**config.mk**
```make
export PLATFORM = sky130hd
export DESIGN_NAME = align_add_acc
export DESIGN_NICKNAME = d
export VERILOG_FILES = /design/src/rtl/align_add_acc_pkg.sv /design/src/rtl/align_shift.sv /design/src/rtl/align_add_acc.sv
export SDC_FILE = /design/constraint.sdc
export NUM_CORES = 2
export LEC_CHECK = 0
export ABC_CLOCK_PERIOD_IN_PS = 11600
export BUFFER_PORTS_ARGS = -buffer_cell sky130_fd_sc_hd__buf_2
export CORE_MARGIN = 2
export CORE_UTILIZATION = 41
export CTS_CLUSTER_DIAMETER = 150
export DETAILED_ROUTE_END_ITERATION = 10
export MAX_ROUTING_LAYER = met4
export PLACE_DENSITY = 0.69
export SETUP_SLACK_MARGIN = 0.3
export SYNTH_ARGS = -nofsm -noshare
export SYNTH_HDL_FRONTEND = slang
export SYNTH_SLANG_ARGS = --single-unit
```
**constraint.sdc**
```tcl
create_clock -name clk -period 11.6 [get_ports clk]
set_input_delay 2.32 -clock clk [delete_from_list [all_inputs] [get_ports clk]]
set_output_delay 2.32 -clock clk [all_outputs]
set_load 0.02 [all_outputs]
```
**src/rtl/align_add_acc_pkg.sv**
```systemverilog
// Shared widths, the tree-stage payload and the saturating adder for align_add_acc.
package align_add_acc_pkg;

    localparam int unsigned EW    = 11;
    localparam int unsigned MW    = 12;
    localparam int unsigned GW    = 4;
    localparam int unsigned AW    = MW + GW;
    localparam int unsigned ACCW  = 32;
    localparam int unsigned ACCXW = ACCW + 1;
    localparam int unsigned NLANE = 16;
    localparam int unsigned SW    = AW + 4;

    typedef struct packed {
        logic signed [SW-1:0] sum;
        logic [EW-1:0]        bexp;
        logic                 last;
    } tree_beat_t;

    // Two's-complement add clamped to the accumulator range instead of wrapping.
    function automatic logic signed [ACCW-1:0] sat_add(input logic signed [ACCW-1:0] a,
                                                       input logic signed [ACCW-1:0] b);
        logic signed [ACCW:0] s;
        s = ACCXW'(a) + ACCXW'(b);
        if (s[ACCW] != s[ACCW-1]) begin
            sat_add = s[ACCW] ? {1'b1, {(ACCW-1){1'b0}}} : {1'b0, {(ACCW-1){1'b1}}};
        end else begin
            sat_add = s[ACCW-1:0];
        end
    endfunction

endpackage

```
**src/rtl/align_shift.sv**
```systemverilog
// Arithmetic right shift; shift amounts at or beyond the width give pure sign fill.
module align_shift
    import align_add_acc_pkg::*;
#(
    parameter int unsigned W   = AW,
    parameter int unsigned SHW = EW
) (
    input  logic signed [W-1:0]   d,
    input  logic        [SHW-1:0] sh,
    output logic signed [W-1:0]   q_c
);

    // Saturate the shift explicitly so oversized amounts never depend on operator corner cases.
    always_comb begin
        q_c = d >>> sh;
        if (32'(sh) >= W) begin
            q_c = {W{d[W-1]}};
        end
    end

endmodule

```
**src/rtl/align_add_acc.sv**
```systemverilog
// Align 16 significands, sum them and accumulate block sums per group; 3-stage pipeline.
module align_add_acc
    import align_add_acc_pkg::*;
(
    input  logic                   clk,
    input  logic                   rst,
    input  logic                   in_valid,
    output logic                   in_ready,
    input  logic                   in_last,
    input  logic signed [MW-1:0]   imant_00, imant_01, imant_02, imant_03,
    input  logic signed [MW-1:0]   imant_04, imant_05, imant_06, imant_07,
    input  logic signed [MW-1:0]   imant_08, imant_09, imant_10, imant_11,
    input  logic signed [MW-1:0]   imant_12, imant_13, imant_14, imant_15,
    input  logic        [EW-1:0]   ishift_00, ishift_01, ishift_02, ishift_03,
    input  logic        [EW-1:0]   ishift_04, ishift_05, ishift_06, ishift_07,
    input  logic        [EW-1:0]   ishift_08, ishift_09, ishift_10, ishift_11,
    input  logic        [EW-1:0]   ishift_12, ishift_13, ishift_14, ishift_15,
    input  logic        [EW-1:0]   iexp_max,
    output logic                   out_valid,
    input  logic                   out_ready,
    output logic signed [ACCW-1:0] osum,
    output logic        [EW-1:0]   oexp
);

    logic signed [MW-1:0] mant  [NLANE];
    logic        [EW-1:0] shift [NLANE];

    assign mant  = '{imant_00, imant_01, imant_02, imant_03, imant_04, imant_05, imant_06, imant_07,
                     imant_08, imant_09, imant_10, imant_11, imant_12, imant_13, imant_14, imant_15};
    assign shift = '{ishift_00, ishift_01, ishift_02, ishift_03, ishift_04, ishift_05, ishift_06, ishift_07,
                     ishift_08, ishift_09, ishift_10, ishift_11, ishift_12, ishift_13, ishift_14, ishift_15};

    // A held result freezes the whole pipeline.
    logic stall_c;
    assign stall_c  = out_valid && !out_ready;
    assign in_ready = !rst && !stall_c;

    // ---------------- S1: per-lane alignment ----------------
    logic signed [AW-1:0] al_c [NLANE];

    for (genvar i = 0; i < NLANE; i++) begin : g_lane
        align_shift #(.W(AW), .SHW(EW)) u_lane (
            .d   ({mant[i], {GW{1'b0}}}),
            .sh  (shift[i]),
            .q_c (al_c[i])
        );
    end

    logic signed [AW-1:0] s1_a [NLANE];
    logic [EW-1:0]        s1_exp;
    logic                 s1_last;
    logic                 s1_valid;

    // Capture aligned lanes for the accepted beat.
    always_ff @(posedge clk) begin
        if (rst) begin
            s1_valid <= 1'b0;
            s1_last  <= 1'b0;
            s1_exp   <= '0;
            for (int i = 0; i < NLANE; i++) s1_a[i] <= '0;
        end else if (!stall_c) begin
            s1_valid <= in_valid;
            s1_last  <= in_last;
            s1_exp   <= iexp_max;
            s1_a     <= al_c;
        end
    end

    // ---------------- S2: 4-level adder tree ----------------
    logic signed [SW-1:0] t1_c [8];
    logic signed [SW-1:0] t2_c [4];
    logic signed [SW-1:0] t3_c [2];
    logic signed [SW-1:0] tree_c;

    // Leaves are sign-extended to the final width, so no level can overflow.
    always_comb begin
        for (int i = 0; i < 8; i++) t1_c[i] = SW'(s1_a[2*i]) + SW'(s1_a[2*i+1]);
        for (int i = 0; i < 4; i++) t2_c[i] = t1_c[2*i] + t1_c[2*i+1];
        for (int i = 0; i < 2; i++) t3_c[i] = t2_c[2*i] + t2_c[2*i+1];
        tree_c = t3_c[0] + t3_c[1];
    end

    tree_beat_t s2_q;
    logic       s2_valid;

    // Register the block sum with its exponent and group flag.
    always_ff @(posedge clk) begin
        if (rst) begin
            s2_valid <= 1'b0;
            s2_q     <= '0;
        end else if (!stall_c) begin
            s2_valid  <= s1_valid;
            s2_q.sum  <= tree_c;
            s2_q.bexp <= s1_exp;
            s2_q.last <= s1_last;
        end
    end

    // ---------------- S3: exponent-aligned accumulation ----------------
    logic signed [ACCW-1:0] acc_q;
    logic [EW-1:0]          acc_exp_q;
    logic                   acc_empty_q;

    logic signed [ACCW-1:0] sum_ext_c, acc_sh_c, sum_sh_c, op_a_c, op_b_c, acc_nxt_c;
    logic [EW-1:0]          up_c, dn_c, exp_nxt_c;
    logic                   exp_gt_c;

    assign sum_ext_c = ACCW'($signed(s2_q.sum));
    assign exp_gt_c  = s2_q.bexp > acc_exp_q;
    assign up_c      = s2_q.bexp - acc_exp_q;
    assign dn_c      = acc_exp_q - s2_q.bexp;

    align_shift #(.W(ACCW), .SHW(EW)) u_acc_sh (.d(acc_q),     .sh(up_c), .q_c(acc_sh_c));
    align_shift #(.W(ACCW), .SHW(EW)) u_sum_sh (.d(sum_ext_c), .sh(dn_c), .q_c(sum_sh_c));

    // The operand with the smaller exponent is the one shifted down.
    always_comb begin
        op_a_c    = acc_q;
        op_b_c    = sum_sh_c;
        exp_nxt_c = acc_exp_q;
        if (acc_empty_q) begin
            op_a_c    = '0;
            op_b_c    = sum_ext_c;
            exp_nxt_c = s2_q.bexp;
        end else if (exp_gt_c) begin
            op_a_c    = acc_sh_c;
            op_b_c    = sum_ext_c;
            exp_nxt_c = s2_q.bexp;
        end
        acc_nxt_c = sat_add(op_a_c, op_b_c);
    end

    // Accumulate; on the last beat publish the result and empty the accumulator.
    always_ff @(posedge clk) begin
        if (rst) begin
            acc_q       <= '0;
            acc_exp_q   <= '0;
            acc_empty_q <= 1'b1;
            out_valid   <= 1'b0;
            osum        <= '0;
            oexp        <= '0;
        end else if (!stall_c) begin
            out_valid <= s2_valid && s2_q.last;
            if (s2_valid) begin
                if (s2_q.last) begin
                    osum        <= acc_nxt_c;
                    oexp        <= exp_nxt_c;
                    acc_empty_q <= 1'b1;
                end else begin
                    acc_q       <= acc_nxt_c;
                    acc_exp_q   <= exp_nxt_c;
                    acc_empty_q <= 1'b0;
                end
            end
        end
    end

endmodule
```
==> flow_summary.json <==
{
  "yosysUniqueCellTypes": 90,
  "synth_xor_area_frac": 0.01282,
  "cpPeakStageDelay_ns": 0.86,
  "cts_sinks": 390,
  "die_area_um2": 92370,
  "clk_pin_slew_worst_paths_ns": 0.06,
  "dpl_worst_slack_ns": 3.543,
  "hold_violations": 0,
  "start_util": 0.4116,
  "fin_ws_ns": 3.358,
  "fin_crit_sh": 0.7105,
  "drive_gt1_frac": 0.1403,
  "gr-usage-all-layers": 0.2514,
  "wirelength_um": 116600,
  "postRouteAntennaNets": 0,
  "end_kind": "register",
  "min_path_type": "reg -> reg",
  "criticalPathCategory": "reg -> reg",
  "wl_per_cell_um": 18.63,
  "yosys_warnings": 0,
  "cp_slowest_cell": "nor2_2",
  "max_cap_violations": 0,
  "die_h_um": 303.9,
  "overflow": 0,
  "htreeDepth": 2,
  "fin_nets": 5730,
  "timing.rr.start": "s2_q[1]$_SDFFE_PP0N_",
  "cts_tree": "built",
  "tightestPinTransition_ns": 1.215,
  "drc": 0,
  "grt_start_max_net_pins": 96,
  "startpoint": "s2_q[1]$_SDFFE_PP0N_",
  "fin_worst_skew_ns": 0.05497,
  "synthTopCellsByCount": "nor2_1, a21oi_1, nand2_1",
  "total_power_w": 0.008547,
  "worstPathRequired_ns": 12.11,
  "cts_buffer_depth": 3,
  "synth_top_family_by_area": "compound AO/OA/AOI/OAI gates",
  "min_period_ns": 8.242,
  "io_buffers": 428,
  "rows": 110,
  "slew_headroom": 0.1902,
  "seqCellArea_um2": 7807,
  "holdPathEnd": "s1_valid$_SDFFE_PP0N_",
  "grt_antenna_before_repair": 14,
  "cp.arrival_ns": 8.75,
  "post-synth-top-area-fraction": 0.2117,
  "grt_pass1_wl_um": 183800,
  "ioPinCount": 429,
  "syn_area_um2": 36880,
  "slew_viol_final": 0,
  "detail_route.vias_per_cell": 5.636,
  "multiInputGateArea_um2": 26510,
  "first_global_vias": 33270,
  "ir_worst_vdd_mv": 0.4041,
  "synth_fp_nets": 5607,
  "synth_cells": 4910,
  "cts_buffers": 45,
  "synth-seq-cells": 390,
  "drtIter0Drc": 2813,
  "whs_path_depth": 2,
  "utilization": 0.4573,
  "cts_hold_buf": 0,
  "yosysMostFrequentCell": "nor2_1",
  "post-cts-setup-buffers": 0,
  "ff2ff_setup_slack_ns": 3.36,
  "final_cell_area_um2": 40970,
  "synth_area_leaders": "dfxtp_1, fa_1, a21oi_1",
  "synth-simple-area-share": 0.1953,
  "insertion_delay_ns": 0.62,
  "cts-root-buf": "clkbuf_16",
  "core_um2": 89600,
  "p_per_area_nw_per_um2": 208.6,
  "vias": 35270,
  "yosysSeqAreaShare": 0.2117,
  "regToRegEndpoint": "acc_q[27]$_SDFFE_PP0P_",
  "die_width_um": 303.9,
  "placed_cell_area_um2": 39310,
  "hpwl_um": 91350,
  "critPathLaunchType": "register",
  "fill_cells": 9056,
  "min-delay-start": "s1_valid$_SDFFE_PP0N_",
  "synth_adder_area_share": 0.1543,
  "rsz0062_at_grt": "false",
  "synth_ff_type": "dfxtp_1",
  "synthMuxAreaShare": 0.1105,
  "crit_fanout": 24,
  "setup_viol": 0,
  "areaGrowthSynthToFinish_pct": 11.09,
  "synth_compound_area_frac": 0.2441,
  "synth_top_cell_by_area": "dfxtp_1",
  "synth_edf_count": 0,
  "gp_routability_congestion": 0.9530,
  "drtPass1Iterations": 7,
  "syn_area_per_cell_um2": 7.512,
  "synthArstFlopShare": 0,
  "status": "finished clean",
  "r2r_cells": 26,
  "cts_resized": 0,
  "p_leak_nw": 17.10,
  "tns_ns": 0,
  "timing.fmax_ghz": 0.1213
}
==> critical path: cells and delay by family, from the launching register on <==
family          cells  cell delay [ns]
compound gates     15             4.31
xor+xnor            1             0.20
fa+ha+maj           3             1.01
buf+inv             1             0.07
flops               1             0.40
simple gates        6             2.14
==> area by class of cell <==
class                      count  share of cell area
inverter                     313             0.02867
clock inverter                25            0.009772
multi-input combinational   3829              0.6469
timing repair buffer         454             0.05729
clock buffer                  57             0.03005
tap                         1176             0.03591
sequential                   390              0.1906
antenna                       14           0.0008550
==> how the worst max path moves through the flow <==
stage | endpoint | slack, ns | cells after the start
final | acc_q[27]$_SDFFE_PP0P_ | 3.36 | 26
after global routing | acc_q[20]$_SDFFE_PP0P_ | 2.69 | 25
after CTS | acc_q[8]$_SDFFE_PP0P_ | 3.49 | 28
after detailed placement | acc_q[8]$_SDFFE_PP0P_ | 3.54 | 28
after global placement | acc_q[0]$_SDFFE_PP0P_ | 3.69 | 26
after floorplan | acc_q[17]$_SDFFE_PP0P_ | 5.52 | 25
==> per-layer routing <==
metal / global-route usage / vias up / part of all wire
met3: 0.02883 / 165 / 0.047
met4: 0.07046 / 0 / 0.030
met2: 0.4124 / 963 / 0.47
met5: - / - / 0
li1: - / 17490 / -
met1: 0.3278 / 16650 / 0.45
==> per-stage QoR <==
stage	instances	hold slack [ns]
CTS	6244	0.4537
detailed placement	6162	0.4398
finish	6258	0.4503
global route	6257	0.4719
global placement	6162	0.4334
floorplan	4910	0.4321
==> logic make-up (layout without fill, tap and decap cells) <==
kind of cell,Yosys count,in the layout
fa+ha+maj,314,314
flops,390,390
compound gates,1474,1474
simple gates,1651,1651
other cells,0,14
buf+inv,691,849
xor+xnor,54,54
mux,336,336
==> sequential cells by signal, summed over array words and instances, names as in the netlist <==
name         cells
acc_empty_q      1
s1_exp          11
oexp            11
out_valid        1
s1_valid         1
s1_last          1
s1_a           256
osum            32
s2_q            32
s2_valid         1
acc_q           32
acc_exp_q       11
==> power breakdown <==
part	switching, W	total [W]	internal, W
combinational	0.00297	0.00539	0.00242
clock	0.000632	0.00155	0.000920
sequential	0.000131	0.00161	0.00147
==> layout by cell type, fill, tap and decap left out, types with 14 or more instances in the layout <==
master     instances
dfxtp_1          390
mux4_2            47
xor2_1            17
buf_4             26
inv_1            312
clkbuf_16         45
nand3_1           59
buf_2            427
a211oi_1         169
diode_2           14
o22ai_1           36
o211ai_1          37
nor3_1           163
nand2_1          493
and2_1            24
a211o_1           28
a311oi_1          39
fa_1             235
a2111oi_0         17
nand4_1           23
or3_1             19
a21oi_1          567
xnor2_1           35
nor2b_1           59
nor2_1           660
a21boi_0          18
ha_1              77
mux2_2            99
and3_1            28
a21o_1            30
nand2b_1          77
mux2i_1          190
a31oi_1           56
nor4_1            16
o31ai_1           37
o21ai_0          326
(Power assumes the default switching activity.)
